### config.mk
export PLATFORM = sky130hd
export DESIGN_NAME = multicycle_seq
export DESIGN_NICKNAME = d
export VERILOG_FILES = /design/src/rtl/multicycle_seq.sv
export SDC_FILE = /design/constraint.sdc
export NUM_CORES = 1
export LEC_CHECK = 0
export BUFFER_PORTS_ARGS = -buffer_cell sky130_fd_sc_hd__buf_4
export CORE_AREA = 2 2 100 54
export CTS_CLUSTER_SIZE = 40
export DETAILED_ROUTE_END_ITERATION = 10
export DIE_AREA = 0 0 102 56
export PLACE_DENSITY = 0.64
export SETUP_SLACK_MARGIN = 0.02
export SYNTH_ARGS = -nofsm -noshare
export SYNTH_HDL_FRONTEND = slang
export SYNTH_SLANG_ARGS = --single-unit
### constraint.sdc
create_clock -name clk -period 3.2 [get_ports clk]
set_input_delay 0 -clock clk [delete_from_list [all_inputs] [get_ports clk]]
set_output_delay 0 -clock clk [all_outputs]
set_load 0.005 [all_outputs]
### src/rtl/multicycle_seq.sv
// multicycle_seq: FETCH/DECODE/EXEC/MEM/WB sequencer over one shared
// memory port, qualifying decoder level signals into per-state strobes.
module multicycle_seq #(
    parameter int MUL_LAT = 3,
    parameter int TIMEOUT = 255
) (
    input  logic        clk,
    input  logic        rst,
    input  logic        halt,
    input  logic [8:0]  opcode,
    input  logic [2:0]  RorI,
    input  logic        regWrite_in,
    input  logic        memRead_in,
    input  logic        memWrite_in,
    input  logic [1:0]  PCSrc_in,
    input  logic        mem_ack,
    output logic        mem_req,
    output logic        mem_addr_sel,
    output logic        mem_rd,
    output logic        mem_wr,
    output logic        irWrite,
    output logic        pcWrite,
    output logic [1:0]  pcSel,
    output logic        regWrite,
    output logic        illegal,
    output logic        fault,
    output logic [15:0] retired
);

    typedef enum logic [2:0] {
        S_IDLE,
        S_FETCH,
        S_DECODE,
        S_EXEC,
        S_MEM,
        S_WB,
        S_FAULT
    } state_e;

    // Last wait count before giving up, and EXEC reload for 3-operand ops.
    localparam logic [7:0] TO_LAST = 8'(TIMEOUT - 1);
    localparam logic [3:0] MUL_CNT = 4'(MUL_LAT - 1);

    state_e      state_q, state_d;
    logic [7:0]  wait_q, wait_d;
    logic [3:0]  exec_q, exec_d;
    logic        legal_q, legal_d;
    logic        illegal_q, illegal_d;
    logic [15:0] retired_q, retired_d;

    logic op_ri;
    logic op_mul;
    logic op_jmp;
    logic rori_ok;
    logic dec_legal;

    // Classify the opcode held in IR into legal instruction groups.
    always_comb begin
        op_ri  = 1'b0;
        op_mul = 1'b0;
        op_jmp = 1'b0;
        case (opcode)
            9'h1B6, 9'h1B8, 9'h106, 9'h057, 9'h056,
            9'h08C, 9'h08D, 9'h08E, 9'h08F: op_ri = 1'b1;
            9'h144, 9'h145, 9'h147:         op_mul = 1'b1;
            9'h1FF, 9'h1FE, 9'h1DD, 9'h1ED: op_jmp = 1'b1;
            default: ;
        endcase
        rori_ok   = (RorI == 3'b111) || (RorI == 3'b000);
        dec_legal = (op_ri & rori_ok) | op_mul | op_jmp;
    end

    // Next-state, wait/exec counters, legal flag and retire count.
    always_comb begin
        state_d   = state_q;
        wait_d    = wait_q;
        exec_d    = exec_q;
        legal_d   = legal_q;
        illegal_d = illegal_q;
        retired_d = retired_q;
        unique case (state_q)
            S_IDLE: begin
                if (!halt) begin
                    state_d = S_FETCH;
                    wait_d  = 8'd0;
                end
            end
            S_FETCH: begin
                if (mem_ack) begin
                    state_d = S_DECODE;
                end else if (wait_q == TO_LAST) begin
                    state_d = S_FAULT;
                end else begin
                    wait_d = wait_q + 8'd1;
                end
            end
            S_DECODE: begin
                legal_d = dec_legal;
                if (!dec_legal) begin
                    illegal_d = 1'b1;
                    state_d   = S_WB;
                end else begin
                    state_d = S_EXEC;
                    exec_d  = op_mul ? MUL_CNT : 4'd0;
                end
            end
            S_EXEC: begin
                if (exec_q != 4'd0) begin
                    exec_d = exec_q - 4'd1;
                end else if (memRead_in | memWrite_in) begin
                    state_d = S_MEM;
                    wait_d  = 8'd0;
                end else begin
                    state_d = S_WB;
                end
            end
            S_MEM: begin
                if (mem_ack) begin
                    state_d = S_WB;
                end else if (wait_q == TO_LAST) begin
                    state_d = S_FAULT;
                end else begin
                    wait_d = wait_q + 8'd1;
                end
            end
            S_WB: begin
                retired_d = retired_q + 16'd1;
                if (halt) begin
                    state_d = S_IDLE;
                end else begin
                    state_d = S_FETCH;
                    wait_d  = 8'd0;
                end
            end
            S_FAULT: state_d = S_FAULT;
            default: state_d = S_IDLE;
        endcase
    end

    // State and bookkeeping registers; async reset parks in IDLE.
    always_ff @(posedge clk or posedge rst) begin
        if (rst) begin
            state_q   <= S_IDLE;
            wait_q    <= 8'd0;
            exec_q    <= 4'd0;
            legal_q   <= 1'b0;
            illegal_q <= 1'b0;
            retired_q <= 16'd0;
        end else begin
            state_q   <= state_d;
            wait_q    <= wait_d;
            exec_q    <= exec_d;
            legal_q   <= legal_d;
            illegal_q <= illegal_d;
            retired_q <= retired_d;
        end
    end

    // Moore strobe decode of the state; irWrite also needs the fetch ack.
    always_comb begin
        mem_req      = 1'b0;
        mem_addr_sel = 1'b0;
        mem_rd       = 1'b0;
        mem_wr       = 1'b0;
        irWrite      = 1'b0;
        pcWrite      = 1'b0;
        pcSel        = 2'b00;
        regWrite     = 1'b0;
        unique case (state_q)
            S_FETCH: begin
                mem_req = 1'b1;
                mem_rd  = 1'b1;
                irWrite = mem_ack;
            end
            S_MEM: begin
                mem_req      = 1'b1;
                mem_addr_sel = 1'b1;
                mem_rd       = memRead_in;
                mem_wr       = memWrite_in;
            end
            S_WB: begin
                pcWrite  = 1'b1;
                pcSel    = legal_q ? PCSrc_in : 2'b00;
                regWrite = regWrite_in & legal_q;
            end
            default: ;
        endcase
    end

    assign illegal = illegal_q;
    assign fault   = (state_q == S_FAULT);
    assign retired = retired_q;

endmodule

[Word level (Yosys, flattened, before mapping)]
Index checks and enable logic that the tools add are counted.
Storage, ports and cells
  flip-flop bits (word level): 33
  bits of input ports: 21
  logic and storage cells: 93
Cells by class
  add/sub/neg operators: 3
  eq/ne operators: 32
  muxes and demuxes: 31
  bitwise logic cells: 6
  reduce and logical (&&, ||, !) cells: 15
Operator list (count)
  $eq A9 B9 Y1 const B: 10
  $mux W8: 5
  $eq A9 B8 Y1 const B: 4
  $pmux W8 S3: 1
  $pmux W3 S7: 1
  $eq A9 B7 Y1 const B: 2
  $mux W3: 6
  $add A16 B1 Y16 const B: 1
  $ne A2 B2 Y1 const B: 8
  $eq A3 B3 Y1 const B: 4
  $mux W1: 11
  $reduce_or A9 Y1: 1
  $add A8 B1 Y8 const B: 1
  $eq A8 B8 Y1 const B: 1
  $mux W4: 2
  $pmux W4 S2: 1
  $eq A3 B2 Y1 const B: 2
  $logic_not A3 Y1: 2
  $mux W2: 3
  $reduce_and A6 Y1: 1
  $reduce_and A2 Y1: 2
  $reduce_bool A4 Y1: 1
  $reduce_or A2 Y1: 2
  $reduce_or A4 Y1: 1
  11 further kinds: 14

[Logic depth before layout (Yosys ltp)]
Gate-level depths: netlist (run 1).
  depth after elaboration: 8
  gate-level depth with buffers: 8
  mapped depth without buffers: 8

[Least setup slack after synthesis (run 1)]
Ideal clock, no wire load.
  kind: reg2reg
  start point: reg exec_q[0]
  end point: reg wait_q[3]
  library setup time: 0.078 ns
  arrival time: 1.940 ns
  slack: 1.182 ns
  stages on the path, launching flop included: 9
  path buffers: 0
  path through: dfrtp_1 > inv_1 > ha_1 > nor3b_1 > a21oi_1 > o311ai_4 > nor2_2 > or3_1 > a21oi_1
On the way
  cells in the longest elaborated chain, start to end: 3
Ends and longest elaborated chain
  start: declaration: RTL line 46  | logic [3:0] exec_q, exec_d;
  start signal: assignment: RTL line 145  | exec_q <= 4'd0;
  start signal: assignment: RTL line 152  | exec_q <= exec_d;
  $reduce_bool A4 Y1: RTL line 108  | if (exec_q != 4'd0) begin
  $ne A2 B2 Y1 (no source line)
  $reduce_and A6 Y1 (no source line)
  end signal: assignment: RTL line 151  | wait_q <= wait_d;
  end: declaration: RTL line 45  | logic [7:0] wait_q, wait_d;
Every way passes these cells.
A chain may end at the register's enable or synchronous reset.

[Worst setup path in the final report (run 1)]
Same ends and word-level chain as after synthesis.

==> flow_metrics.tcl, run 1 <==
set metrics [dict create \
    nFillCells 474 \
    switching_share_pct 37.2 \
    min_period_over_period_pct 71.8 \
    fin_area_sq_um 2520 \
    cts_tree "yes" \
    firstDrtPassIters 4 \
    via_per_inst 5.26 \
    cts.htree.levels 2 \
    place_congestion 0.830 \
    io_pins 48 \
    ir_worst_vdd_v 0.000334 \
    end_kind "flop" \
    yosysMostFrequentCell "dfrtp_1" \
    syn_area_sq_um 1980 \
    final_hold_viol_count 0 \
    synth_warnings 0 \
    gr-total-overflow 0 \
    placedInstanceArea_sq_um 2390 \
    total_power_mw 1.60 \
    root_buffer "clkbuf_8" \
    setup_tns_ps 0 \
    track_usage_pct 17.6 \
    hold-path-cell-count 4 \
    startpoint_type "flop" \
    status "finished, final reports clean" \
    tightest_slew_ps 501 \
    grt_max_degree 34 \
    p_int_mw 1.01 \
    critPathKind "reg -> reg" \
    path_clk_slew_ps 80 \
    ant_nets 0 \
    setup_viol 0 \
    area_delta_synth_final_pct 27.4 \
    max_stage_delay_ps 420 \
    crit_chain "inv_1, ha_1, nor3b_1, a21oi_1, o311ai_4, nor2_2, or3_1, a21oi_1" \
    layout-drive-gt1-share_pct 27.8 \
    seq_area_sq_um 826 \
    fp.dieArea_sq_um 5710 \
    p_comb_share_pct 34.2 \
    synth_top_cell_area_share_pct 41.8 \
    fp.coreArea_sq_um 4770 \
    crit_start "exec_q[0]" \
    power.density_nw_per_um2 637 \
    min_to "state_q[2]" \
    fin_nets 279 \
    die_h_um 56 \
    postCtsSetupRepairBufs 0 \
    vias 1709 \
    rsz0062_at_grt "false" \
    drc 0 \
    path_max_fanout 10 \
    p_clk_share_pct 26.3 \
    max-clock-path-buffers 2 \
    synth-seq-cells 33 \
    skew_ps 11.0 \
    netlist_instances 204 \
    wirelength_um 4720 \
    path_delay_family "simple AND/OR/NAND/NOR gates" \
    relSlewSlack_pct 66.6 \
    hp-class "in -> reg" \
    antenna_found_initial 0 \
    multi_input_area_sq_um 1080 \
    synth_cell_types 53 \
    wl_per_cell_um 14.5 \
    numCtsBuffers 5 \
    ys.flop_type "dfrtp_1" \
    cp_num_buf_inv 1 \
    synth_edf_count 0 \
    cts_resized 0 \
    drt_iter0_markers 121 \
    crit_top_cell "a21oi_1" \
    async_reset_ff_share_pct 100 \
    reg2reg_to "wait_q[3]" \
    syn_nets 229 \
    die_x_um 102 \
    clock_latency_ps 290 \
    synth_top_cell_by_area "dfrtp_1" \
    rrSetupSlack_ps 900 \
    period_needed_ps 2300 \
    row_count 18 \
    p_seq_share_pct 39.5 \
    slowest_stage "dfrtp_1" \
    reg2reg_from "exec_q[0]" \
    port_buffers 47 \
    initial_core_util_pct 41.4 \
    crit_required_ps 3410 \
    yosysSeqAreaShare_pct 41.8 \
    diodes 0 \
    switchingPower_mw 0.597 \
    final_max_slew_viol_count 0 \
    avgSynthCellArea_sq_um 9.68 \
    dpl.hpwl_um 3450 \
    synth_area_leaders "dfrtp_1 (42%), xnor2_1 (4.4%), xor2_1 (4.0%)" \
    grt_pass1_vias 1600 \
    arrival_ps 2510 \
    p_leak_nw 1.18 \
    max_freq_ghz 0.435 \
    cap_violations 0 \
    min_from "halt" \
    cts_sinks 33 \
    grt_pass1_wl_um 7830 \
    yosys-top-cells-count "dfrtp_1 (33), nor2_1 (14), nand2_1 (13), nand3_1 (12), and3_1 (11)" \
    hold-worst-slack_ps 48.2 \
    worstRegToRegCells 8 \
]
stage by stage:
step,setup slack [ps],instances,utilization [%]
after global placement,1070,316,50.0
after detailed placement,978,316,50.0
after floorplan,1180,204,-
after global routing,745,325,52.7
final,902,325,52.7
after CTS,932,325,52.7
power groups by stage:
stage / sequential, mW / clock [mW] / combinational, mW
2_1_floorplan: 0.576 / 0 / 0.391
3_3_place_gp: 0.634 / 0 / 0.539
3_5_place_dp: 0.637 / 0 / 0.551
4_1_cts: 0.630 / 0.432 / 0.553
5_1_grt: 0.651 / 0.453 / 0.615
6_report: 0.634 / 0.421 / 0.548
cell usage in the layout (no fill, tap or decap), types with 2 or more instances in the layout:
cell type  instances
buf_4             48
dfrtp_1           33
nor2_1            14
nand2_1           13
nand3_1           12
and3_1            11
xnor2_1           10
inv_1             10
nand4_1            9
o21ai_0            9
xor2_1             9
a21oi_1            8
clkbuf_8           6
nand2b_1           5
nor3_1             4
nor4_1             4
or3_1              4
ha_1               4
a31oi_1            3
mux2i_1            2
nor2b_1            2
o22ai_1            2
or3_2              2
worst reg2reg max path, cell delays in order (launching register included):
cell	delay, ps
dfrtp_1	420
inv_1	70
ha_1	180
nor3b_1	320
a21oi_1	200
o311ai_4	360
nor2_2	140
or3_1	370
a21oi_1	150
what timing repair did:
| action | CTS | global route |
|---|---|---|
| hold buffers | 1 | 0 |
| endpoints found under the setup margin | 0 | 0 |
| endpoints found under the hold margin | 33 | 0 |
worst max path at each step:
stage	cells past startpoint	slack, ps	endpoint
after floorplan	8	1180	wait_q[3]
after global placement	8	1070	wait_q[4]
after detailed placement	8	980	wait_q[7]
after CTS	8	930	wait_q[3]
after global routing	8	750	wait_q[4]
final	8	900	wait_q[3]
cells by family after synthesis:
| group | Yosys count | synth area share (%) |
|---|---|---|
| AO/OA/AOI/OAI | 38 | 15.8 |
| AND/OR/NAND/NOR | 90 | 25.3 |
| XOR/XNOR | 19 | 8.42 |
| multiplexers | 4 | 2.34 |
| adder cells (fa/ha/maj) | 4 | 2.53 |
| flip-flops | 33 | 41.8 |
| buffers and inverters | 16 | 3.74 |
sequential cells by signal (all words and copies together) (netlist names):
name and flops:
illegal 1, legal_q 1, retired 16, state_q 3, exec_q 4, wait_q 8
cell type report:
class                   count  share of cell area (%)
clock buffers               6                    3.28
clock inverters             2                    1.49
inverters                  10                    1.49
multi-input cells         155                    42.7
flip-flops and latches     33                    32.8
well taps                  70                    3.48
repair buffers             49                    14.7
per-layer routing:
layer / vias to the layer above / track usage (%) / wire length (um)
met4: 0 / 3.43 / 26
met1: 801 / 27.8 / 2580
met2: 55 / 23.2 / 1830
met3: 4 / 5.53 / 286
li1: 849 / - / -
met5: - / 0 / 0
No activity file was read; power rests on OpenSTA's default activity.
==> run 2, diff against run 1 <==
--- a/config.mk
+++ b/config.mk
@@ -5,12 +5,13 @@
 export SDC_FILE = /design/constraint.sdc
 export NUM_CORES = 1
 export LEC_CHECK = 0
+export ABC_AREA = 1
 export BUFFER_PORTS_ARGS = -buffer_cell sky130_fd_sc_hd__buf_4
-export CORE_AREA = 2 2 100 54
+export CORE_AREA = 2 2 103 55
 export CTS_CLUSTER_SIZE = 40
 export DETAILED_ROUTE_END_ITERATION = 10
-export DIE_AREA = 0 0 102 56
-export PLACE_DENSITY = 0.64
+export DIE_AREA = 0 0 105 57
+export PLACE_DENSITY = 0.66
 export SETUP_SLACK_MARGIN = 0.02
 export SYNTH_ARGS = -nofsm -noshare
 export SYNTH_HDL_FRONTEND = slang
==> constraint.sdc (replaced) <==
create_clock -name clk -period 1.85 [get_ports clk]
set_input_delay 0 -clock clk [delete_from_list [all_inputs] [get_ports clk]]
set_output_delay 0 -clock clk [all_outputs]
set_load 0.005 [all_outputs]
==> flow_metrics.tcl, run 2 <==
set metrics [dict create \
    p_clk_share_pct 20.0 \
    nFillCells 517 \
    max_freq_ghz 0.616 \
    fp.coreArea_sq_um 5180 \
    numCtsBuffers 5 \
    wl_per_cell_um 11.5 \
    yosysSeqAreaShare_pct 39.8 \
    synth_cell_types 28 \
    setup_viol 0 \
    postCtsSetupRepairBufs 0 \
    dpl.hpwl_um 3720 \
    cap_violations 0 \
    crit_required_ps 2030 \
    final_core_util_pct 50.7 \
    die_x_um 105 \
    grt_pass1_wl_um 8260 \
    cts_tree "yes" \
    setup_tns_ps 0 \
    async_reset_ff_share_pct 100 \
    period_needed_ps 1620 \
    fin_nets 360 \
    via_per_inst 4.67 \
    place_congestion 0.879 \
    wirelength_um 4700 \
    power.density_nw_per_um2 1020 \
    initial_core_util_pct 40.1 \
    layout-drive-gt1-share_pct 22.9 \
    p_leak_nw 1.42 \
    p_seq_share_pct 38.3 \
    grt_pass1_vias 1722 \
    fp.dieArea_sq_um 5990 \
    max-clock-path-buffers 2 \
    cts.htree.levels 2 \
    ant_nets 0 \
    final_max_slew_viol_count 0 \
    hp-class "in -> reg" \
    die_h_um 57 \
    layout_common_cells "nand2_1 (87), buf_4 (50), nor2_1 (37)" \
    firstDrtPassIters 5 \
    synth_edf_count 0 \
    antenna_found_initial 0 \
    path_max_fanout 8 \
    synth-seq-cells 33 \
    grt_max_degree 34 \
    end_kind "flop" \
    ir_worst_vdd_v 0.000589 \
    critPathKind "reg -> reg" \
    vias 1910 \
    ys.flop_type "dfrtp_1" \
    min_from "halt" \
    skew_ps 2.60 \
    yosys-top-cells-count "nand2_1 (88), nor2_1 (37), dfrtp_1 (33), inv_1 (31), nand3_1 (20)" \
    max_stage_delay_ps 420 \
    startpoint_type "flop" \
    path_delay_family "simple AND/OR/NAND/NOR gates" \
    cp_num_buf_inv 2 \
    synth_top_cell_by_area "dfrtp_1" \
    area_delta_synth_final_pct 26.7 \
    drc 0 \
    drt_iter0_markers 114 \
    p_int_mw 1.58 \
    status "finished, final reports clean" \
    synth_area_leaders "dfrtp_1 (40%), nand2_1 (16%), nor2_1 (6.7%)" \
    tightest_slew_ps 421 \
    arrival_ps 1800 \
    slowest_stage "dfrtp_1" \
    root_buffer "clkbuf_8" \
    track_usage_pct 17.1 \
    switching_share_pct 41.4 \
    syn_nets 303 \
    avgSynthCellArea_sq_um 7.47 \
    cts_sinks 33 \
    largest_reg_flops 16 \
    path_clk_slew_ps 70 \
    yosysMostFrequentCell "nand2_1" \
    io_pins 48 \
    rsz0062_at_grt "false" \
    p_comb_share_pct 41.6 \
    layout_commonest_cell "nand2_1" \
    switchingPower_mw 1.12 \
    row_count 19 \
    synth_warnings 0 \
    diodes 0 \
    relSlewSlack_pct 71.9 \
    crit_chain "inv_1, nand3_1, nand2_2, nand2_2, nand2_4, clkinv_4, nand2_1, o21ai_2" \
    clock_latency_ps 280 \
    syn_area_sq_um 2080 \
    crit_start "state_q[1]" \
    netlist_instances 278 \
    min_period_over_period_pct 87.8 \
    gr-total-overflow 0 \
    crit_top_cell "nand2_2" \
    final_hold_viol_count 0 \
    port_buffers 47 \
    synth_top_cell_area_share_pct 39.8 \
    reg2reg_from "state_q[1]" \
]
run 2: power by group through the flow:
stage | Sequential, mW | Clock, mW | Combinational [mW]
after global routing | 1.05 | 0.599 | 1.28
after detailed placement | 1.04 | 0 | 1.12
after global placement | 1.04 | 0 | 1.13
after floorplan | 1.01 | 0 | 0.764
after CTS | 1.03 | 0.553 | 1.12
final | 1.03 | 0.539 | 1.12
run 2: logic make-up (layout without fill, tap and decap cells):
logic type               Yosys count  in the layout  share of synthesized area, %
AND/OR/NAND/NOR                  169            169                          37.3
flip-flops                        33             33                          39.8
XOR/XNOR                          23             23                          9.70
adder cells (fa/ha/maj)            4              4                          2.41
buffers and inverters             35             93                          6.93
AO/OA/AOI/OAI                     14             14                          3.86
run 2: final cells by class:
cell class              instances  area, sq um  area share, %
clock buffers                   5         68.8           2.62
clock inverters                 3         17.5          0.666
inverters                      34          133           5.04
multi-input cells             210         1110           42.2
flip-flops and latches         33          826           31.4
well taps                      73         91.3           3.47
repair buffers                 51          385           14.7
run 2: layer usage:
layer	part of all wire, %	global-route usage (%)
met2	38	23.4
met4	0.21	2.29
met5	0	0
met3	6.3	4.23
met1	55	27.6
run 2: final timing paths:
check,endpoint,slack [ps],cells past startpoint
setup / recovery,wait_q[5],230,8
hold reg to reg,illegal,490,2
min in group asynchronous,retired[14],370,4
hold / removal,state_q[2],80,4
max in group asynchronous,exec_q[2],1190,4
setup reg to reg,wait_q[5],230,8
run 2: worst min-delay path: cells and delay by family:
| kind | cells | cell delay (ps) |
|---|---|---|
| compound gates | 1 | 50 |
| buf+inv | 1 | 90 |
| simple gates | 2 | 180 |
run 2: per-stage QoR:
step,total power [mW],hold slack [ps],std cells,setup WS [ps],instance area (sq um)
floorplan,1.77,70.7,278,428,2080
CTS,2.70,67.2,409,157,2630
global route,2.94,98.0,409,51.7,2630
finish,2.69,80.5,409,226,2630
global placement,2.16,126,400,173,2530
detailed placement,2.16,128,400,177,2530
run 2: repair_timing:
action / 4_1_cts / 5_1_grt
setup endpoints to repair: 0 / 7
hold buffers: 1 / 0
gates resized for setup: 0 / 1
hold endpoints to repair: 33 / 0
==> run 3, diff against run 2 <==
--- a/config.mk
+++ b/config.mk
@@ -7,10 +7,10 @@
 export LEC_CHECK = 0
 export ABC_AREA = 1
 export BUFFER_PORTS_ARGS = -buffer_cell sky130_fd_sc_hd__buf_4
-export CORE_AREA = 2 2 103 55
+export CORE_AREA = 10 10 111 63
 export CTS_CLUSTER_SIZE = 40
 export DETAILED_ROUTE_END_ITERATION = 10
-export DIE_AREA = 0 0 105 57
+export DIE_AREA = 0 0 121 73
 export PLACE_DENSITY = 0.66
 export SETUP_SLACK_MARGIN = 0.02
 export SYNTH_ARGS = -nofsm -noshare
==> constraint.sdc (replaced) <==
create_clock -name clk -period 1.85 [get_ports clk]
set_input_delay 0.185 -clock clk [delete_from_list [all_inputs] [get_ports clk]]
set_output_delay 0.185 -clock clk [all_outputs]
set_load 0.005 [all_outputs]
==> flow_metrics.tcl, run 3 (synthesis results as in run 2) <==
set metrics [dict create \
    p_leak_nw 1.42 \
    slowest_stage "dfrtp_1" \
    fp.dieArea_sq_um 8830 \
    final_hold_viol_count 0 \
    cp_num_buf_inv 3 \
    antenna_found_initial 0 \
    finalWorstSetupSlack_ps 135 \
    period_needed_ps 1710 \
    critPathKind "reg -> out" \
    hp-class "in -> reg" \
    end_kind "primary output" \
    grt_max_degree 34 \
    ir_worst_vdd_v 0.000464 \
    place_congestion 0.862 \
    via_per_inst 4.68 \
    cts_sinks 33 \
    crit_required_ps 1660 \
    die_h_um 73 \
    wirelength_um 5200 \
    skew_ps 5.36 \
    min_period_over_period_pct 92.7 \
    cts_tree "yes" \
    p_int_mw 1.57 \
    drt_iter0_markers 208 \
    layout-drive-gt1-share_pct 22.9 \
    initial_core_util_pct 39.9 \
    setup_viol 0 \
    numCtsBuffers 5 \
    setup_tns_ps 0 \
    crit_top_cell "buf_4" \
    max-clock-path-buffers 2 \
    switching_share_pct 41.9 \
    max_freq_ghz 0.583 \
    p_clk_share_pct 20.1 \
    gr-total-overflow 0 \
    layout_commonest_cell "nand2_1" \
    layout_common_cells "nand2_1 (88), buf_4 (50), nor2_1 (37)" \
    grt_pass1_wl_um 8820 \
    io_pins 48 \
    crit_chain "nand3_2, buf_4, inv_2, buf_4" \
    post_layout_nonfiller_instances 409 \
    dp.cells 400 \
    area_delta_synth_final_pct 26.6 \
    rsz0062_at_grt "false" \
    postCtsSetupRepairBufs 0 \
    vias 1916 \
    cap_violations 0 \
    diodes 0 \
    die_x_um 121 \
    p_comb_share_pct 41.7 \
    firstDrtPassIters 4 \
    fin_nets 360 \
    place_ws_ps 242 \
    largest_reg_flops 16 \
    root_buffer "clkbuf_8" \
    grt_pass1_vias 1839 \
    relSlewSlack_pct 72.4 \
    track_usage_pct 12.4 \
    path_delay_family "flip-flops" \
    row_count 19 \
    power.density_nw_per_um2 1030 \
    tightest_slew_ps 415 \
    path_clk_slew_ps 70 \
    cts.htree.levels 2 \
    drc 0 \
    startpoint_type "flop" \
    ant_nets 0 \
    status "finished, final reports clean" \
    fp.coreArea_sq_um 5210 \
    switchingPower_mw 1.13 \
    arrival_ps 1530 \
    max_stage_delay_ps 530 \
    dpl.hpwl_um 4160 \
    p_seq_share_pct 38.1 \
    port_buffers 47 \
    nFillCells 505 \
    clock_latency_ps 290 \
    final_max_slew_viol_count 0 \
    path_max_fanout 10 \
    wl_per_cell_um 12.7 \
]
run 3: cell types whose count changed in the layout (fill, tap and decap cells not counted):
cell	change
nand2_2	-1
nand2_1	+1
inv_2	+1
inv_1	-1
run 3: area by class of cell:
class | instances | area [sq um] | area share [%]
clock buffer | 5 | 68.8 | 2.62
clock inverter | 3 | 17.5 | 0.667
timing repair buffer | 51 | 385 | 14.7
multi-input combinational | 210 | 1110 | 42.1
inverter | 34 | 133 | 5.05
tap | 73 | 91.3 | 3.48
sequential | 33 | 826 | 31.4
run 3: power groups by stage:
| stage | sequential, mW | combinational [mW] | clock, mW |
|---|---|---|---|
| final | 1.03 | 1.13 | 0.545 |
| after global routing | 1.06 | 1.30 | 0.606 |
| after CTS | 1.03 | 1.14 | 0.565 |
| after detailed placement | 1.04 | 1.14 | 0 |
| after global placement | 1.04 | 1.11 | 0 |
| after floorplan | 1.01 | 0.764 | 0 |
run 3: repair_timing:
item,in CTS,in global routing
hold buffers,1,0
setup endpoints to repair,0,4
hold endpoints to repair,25,0
gates resized for setup,0,1
run 3: routing by layer:
layer  routed length (um)  global-route usage, %  share of wire [%]
met5                    0                      0                  0
met2                 2020                   16.8                 39
met1                 2680                   17.1                 52
met3                  433                   5.10                8.3
met4                   61                   4.52                1.2
run 3: path summary, 6_finish.rpt:
kind	start	slack, ps	cells past startpoint	endpoint
max in group asynchronous	rst	1010	4	retired[2]
min in group asynchronous	rst	550	4	wait_q[6]
hold / removal	mem_ack	270	4	state_q[1]
hold reg to reg	illegal	480	2	illegal
setup / recovery	state_q[0]	140	4	pcWrite
setup reg to reg	wait_q[2]	240	9	wait_q[5]
run 3: stage by stage:
step	area [sq um]	total power [mW]	utilization, %	hold slack [ps]
floorplan	2080	1.77	-	314
global placement	2530	2.15	48.6	312
detailed placement	2530	2.17	48.6	313
CTS	2630	2.73	50.5	252
global route	2630	2.96	50.5	289
finish	2630	2.71	50.5	269
run 3: worst reg2reg max path, cell delays in order, from the launching register on:
cell and delay, ps:
dfrtp_1 450, inv_2 70, nor3_2 230, nand4_1 200, nand2_1 130, nand2_2 70
nand2_4 120, clkinv_4 100, nand2_1 80, o21ai_2 50
